==> config.mk <==
export PLATFORM = sky130hd
export DESIGN_NAME = vga_dither_ctrl
export DESIGN_NICKNAME = d
export VERILOG_FILES = /design/src/rtl/vga_dither_pkg.sv /design/src/rtl/vga_sync_edge.sv /design/src/rtl/vga_dither_ctrl.sv
export SDC_FILE = /design/constraint.sdc
export NUM_CORES = 1
export LEC_CHECK = 0
export ABC_CLOCK_PERIOD_IN_PS = 5460
export CAP_MARGIN = 20
export CORE_MARGIN = 2
export CORE_UTILIZATION = 53
export DETAILED_ROUTE_END_ITERATION = 12
export PLACE_DENSITY = 0.81
export SLEW_MARGIN = 25
export SYNTH_ARGS = -nofsm -noshare
export SYNTH_HDL_FRONTEND = slang
export SYNTH_HIERARCHICAL = 1
export SYNTH_SLANG_ARGS = --single-unit
==> constraint.sdc <==
create_clock -name clk -period 5.46 [get_ports clk]
set_clock_uncertainty 0.1 [all_clocks]
set_input_delay 0.819 -clock clk [delete_from_list [all_inputs] [get_ports clk]]
set_output_delay 0.819 -clock clk [all_outputs]
set_load 0.05 [all_outputs]
==> src/rtl/vga_dither_pkg.sv <==
// Shared types and helpers for the VGA PWM dither sequencer.
package vga_dither_pkg;

    typedef enum logic [1:0] {
        OFF      = 2'd0,
        HORIZ    = 2'd1,
        SPATIAL  = 2'd2,
        TEMPORAL = 2'd3
    } mode_t;

    typedef enum logic [1:0] {
        UNLOCK = 2'd0,
        SYNC   = 2'd1,
        ACTIVE = 2'd2
    } state_t;

    localparam logic [1:0] PHASE_IDLE = 2'd3;

    // Per-line starting offset of the dither pattern; sums wrap modulo 4.
    function automatic logic [1:0] dither_offset(input mode_t    mode,
                                                 input logic [1:0] line_cnt,
                                                 input logic [1:0] frame_cnt);
        logic [1:0] off;
        off = '0;
        case (mode)
            SPATIAL:  off = line_cnt;
            TEMPORAL: off = line_cnt + frame_cnt;
            default:  off = '0;
        endcase
        return off;
    endfunction

endpackage

==> src/rtl/vga_sync_edge.sv <==
// Single-register rising-edge detector for a sync strobe.
module vga_sync_edge (
    input  logic clk,
    input  logic reset_n,
    input  logic sync_in,
    output logic rise
);

    logic sync_q;

    always_ff @(posedge clk or negedge reset_n) begin
        if (!reset_n) begin
            sync_q <= 1'b0;
        end else begin
            sync_q <= sync_in;
        end
    end

    assign rise = sync_in & ~sync_q;

endmodule

==> src/rtl/vga_dither_ctrl.sv <==
// Dither phase sequencer: tracks line/frame sync, counts pixels and commits
// mode changes only at frame boundaries.
import vga_dither_pkg::*;

module vga_dither_ctrl (
    input  logic       clk,
    input  logic       reset_n,
    input  logic       ce_pix,
    input  logic       csync_en,
    input  logic       hsync,
    input  logic       csync,
    input  logic       vsync,
    input  logic [1:0] mode_req,
    input  logic       mode_we,
    output logic [1:0] phase,
    output logic       dither_en,
    output logic [1:0] mode_cur,
    output logic       mode_pending
);

    logic       lsync;
    logic       l_rise;
    logic       v_rise;
    state_t     state;
    logic [1:0] pix_cnt;
    logic [1:0] line_cnt;
    logic [1:0] frame_cnt;
    mode_t      mode_cur_q;
    mode_t      mode_pend;

    assign lsync    = csync_en ? csync : hsync;
    assign mode_cur = mode_cur_q;

    vga_sync_edge u_lsync_edge (
        .clk     (clk),
        .reset_n (reset_n),
        .sync_in (lsync),
        .rise    (l_rise)
    );

    vga_sync_edge u_vsync_edge (
        .clk     (clk),
        .reset_n (reset_n),
        .sync_in (vsync),
        .rise    (v_rise)
    );

    always_ff @(posedge clk or negedge reset_n) begin
        if (!reset_n) begin
            state        <= UNLOCK;
            pix_cnt      <= '0;
            line_cnt     <= '0;
            frame_cnt    <= '0;
            mode_cur_q   <= OFF;
            mode_pend    <= OFF;
            mode_pending <= 1'b0;
            phase        <= PHASE_IDLE;
            dither_en    <= 1'b0;
        end else begin
            case (state)
                UNLOCK:  if (v_rise) state <= SYNC;
                SYNC:    if (!lsync) state <= ACTIVE;
                ACTIVE:  if (l_rise) state <= SYNC;
                default: state <= UNLOCK;
            endcase

            if (state == ACTIVE) begin
                if (ce_pix) pix_cnt <= pix_cnt + 2'd1;
            end else begin
                pix_cnt <= '0;
            end

            if (v_rise) begin
                line_cnt  <= '0;
                frame_cnt <= frame_cnt + 2'd1;
            end else if (l_rise) begin
                line_cnt <= line_cnt + 2'd1;
            end

            // A write landing on the frame edge bypasses the pending register.
            if (v_rise && mode_we) begin
                mode_cur_q   <= mode_t'(mode_req);
                mode_pending <= 1'b0;
            end else if (v_rise && mode_pending) begin
                mode_cur_q   <= mode_pend;
                mode_pending <= 1'b0;
            end else if (mode_we) begin
                mode_pend    <= mode_t'(mode_req);
                mode_pending <= 1'b1;
            end

            if (state == ACTIVE && mode_cur_q != OFF) begin
                if (ce_pix) begin
                    phase     <= pix_cnt + dither_offset(mode_cur_q, line_cnt, frame_cnt);
                    dither_en <= 1'b1;
                end
            end else begin
                phase     <= PHASE_IDLE;
                dither_en <= 1'b0;
            end
        end
    end

endmodule
==> reports/results.ini <==
[status]
outcome=complete, no violations

[power_and_ir_drop]
powerDensity_mw_per_mm2=369
p_leak_nw=0.466
total_power_mw=0.381
ir_drop_mv=0.216

[critical_path]
r2r-start=line_cnt[0]$_DFFE_PN0P_
worstPathCellList=clkdlybuf4s50_1
cpMaxStageDelayCell=clkdlybuf4s50_1
max_stage_delay_ns=0.79
critPathRequiredTime_ns=4.54
startpoint=phase[0]$_DFFE_PN1P_
crit_path_max_fanout=2
crit_type=flip-flop to output port
critical_path_arrival_ns=1.62
cp-end-kind=output port
path_buf_inv=1
start_kind=flip-flop
crit_family=buffers and inverters

[final_layout]
nets=108
n_antenna_cell=0
drive_above_1_share=0.105
postLayoutCoreUtil=0.686
syn2layout_area_growth_pct=22.7

[timing]
layout_min_cycle_time_ns=2.54
tightest_slew_ns=0.789
fin_setup_tns_ns=0
slew_headroom=0.472
rsz0062_at_grt=no
final-max-slew-violation-count=0
setup_viol=0
hold_viol=0
fmax_ghz=0.394
fin_crit_sh=0.465

[route]
vias=594
drtPass1Iterations=4
antenna_left=0
drt-total-wl_um=1450
drc_errors=0
drt_iter0_drc=11
vias_per_cell=5.35
routedWlPerCell_um=13.0

[synthesis]
ys_warn_count=6
async_flop_share=1.00
synthFlopType=dfrtp_1
yosysSeqAreaShare=0.538
netlist-cell-type-count=26
synth-edff-count=0
synth_cells=77
synth_area_sq_um=842
synthMostInstantiatedCell=dfrtp_1
synth_area_per_cell_sq_um=10.9
synth.net_count=89
synth_common_cells=dfrtp_1, nand2_1, nor2_1
ys_ff_latch=18
yosys.area.top_type=dfrtp_1
synth.area.top_cells=dfrtp_1, dfstp_2, xor2_1
yosysTopAreaCellShare=0.475

[cts]
cts-buffers-inserted=3
cts_max_path_buffers=2
clock-sinks=18
cts.repair.resized=0
clk_latency_ns=0.30
cts_setup_buffers=0
root_buffer=clkbuf_4
h-tree-depth=1
cts_tree=yes
cts_hold_buf=0
clk_pin_slew_ns=0.11

[global_route]
grt_pass1_wl_um=2540
antenna_found_initial=0
grt_max_degree=19
grt-ovfl-total=0
groute.usage.overall=0.183
grt_pass1_vias=573

[hold_path]
hp-start=state[1]$_DFFE_PN0P_
hold_path_class=flip-flop to flip-flop

[run]
drv_cap=0

[floorplanning]
design.die.area_sq_mm=0.00192
die_y_um=43.9
start_util=0.559
io_pins=16
core_sq_mm=0.00151
die_x_um=43.9
fp-row-count=14

[placement]
port-buffer-count=15
dp_hpwl_um=1070
gp_congestion=0.771

==> worst register-to-register path, delay by kind of cell (launching register included) <==
family / cells / cell delay, ns
xor gates and xnor gates: 1 / 0.20
adders and majority gates: 2 / 0.48
DFF: 1 / 0.44
muxes: 1 / 0.07
and+or+nand+nor: 4 / 0.60
==> kinds of logic (layout without fill, tap and decap cells) <==
| logic type | after synthesis | after routing | synth area share |
|---|---|---|---|
| mux | 4 | 4 | 0.0520 |
| buf+inv | 4 | 22 | 0.0193 |
| flops | 18 | 18 | 0.538 |
| xor+xnor | 8 | 8 | 0.0832 |
| compound gates | 11 | 11 | 0.0847 |
| simple gates | 30 | 30 | 0.193 |
| fa+ha+maj | 2 | 2 | 0.0297 |
==> cell type report <==
| type | count | area, sq um |
|---|---|---|
| Clock buffer | 4 | 26.3 |
| Fill cell | 118 | 473 |
| Inverter | 3 | 11.3 |
| Multi-Input combinational cell | 55 | 373 |
| Sequential cell | 18 | 453 |
| Tap cell | 16 | 20.0 |
| Timing Repair Buffer | 15 | 150 |
==> registers in the layout (all words and copies together), names as in the netlist <==
name / count
pix_cnt: 2
mode_pending: 1
frame_cnt: 2
state: 2
u_vsync_edge/sync_q: 1
u_lsync_edge/sync_q: 1
dither_en: 1
phase: 2
mode_pend: 2
line_cnt: 2
mode_cur: 2
==> where the power goes <==
part | total, mW | leakage (nW) | switching (mW) | internal [mW]
Clock | 0.0697 | 0.0150 | 0.0413 | 0.0284
Combinational | 0.119 | 0.231 | 0.0636 | 0.0557
Sequential | 0.192 | 0.220 | 0.0275 | 0.165
Total | 0.381 | 0.466 | 0.132 | 0.249
==> stage by stage <==
step                      cells  hold slack, ns  instance area [sq um]  worst slack (ns)
after global placement      107           0.378                   1010              3.21
after global routing        111           0.416                   1030              2.89
after CTS                   111           0.403                   1030              2.91
after floorplan              77           0.348                    842              3.58
final                       111           0.398                   1030              2.92
after detailed placement    107           0.387                   1010              3.18
==> cells in the final DEF (no fill, tap or decap), types with 3 or more instances in the layout <==
cell / Yosys / routed
dfrtp_1: 16 / 16
clkdlybuf4s50_1: 0 / 15
nor2_1: 9 / 9
nand2_1: 9 / 9
xor2_1: 5 / 5
mux2_2: 3 / 3
inv_1: 3 / 3
xnor2_1: 3 / 3
o21ai_0: 3 / 3
clkbuf_4: 0 / 3
==> worst paths after layout <==
path	slack [ns]	end	depth (start not counted)
max in group asynchronous	3.89	dither_en$_DFFE_PN0P_	1
worst min register to register	0.40	state[0]$_DFFE_PN0P_	1
worst max register to register	3.51	phase[1]$_DFFE_PN1P_	8
min in group asynchronous	0.87	u_vsync_edge/sync_q$_DFF_PN0_	1
worst max-delay path	2.92	phase[0]	1
worst min-delay path	0.40	state[0]$_DFFE_PN0P_	1
==> routing by layer <==
layer	up-vias	global-route usage	wire (um)	share of wire
met5	-	0	0	0
met4	0	0.0909	36	0.025
met3	7	0.0292	67	0.046
met2	18	0.276	643	0.44
met1	275	0.258	701	0.48
li1	294	-	-	-
Note: power is estimated with default switching activity, not from simulation.
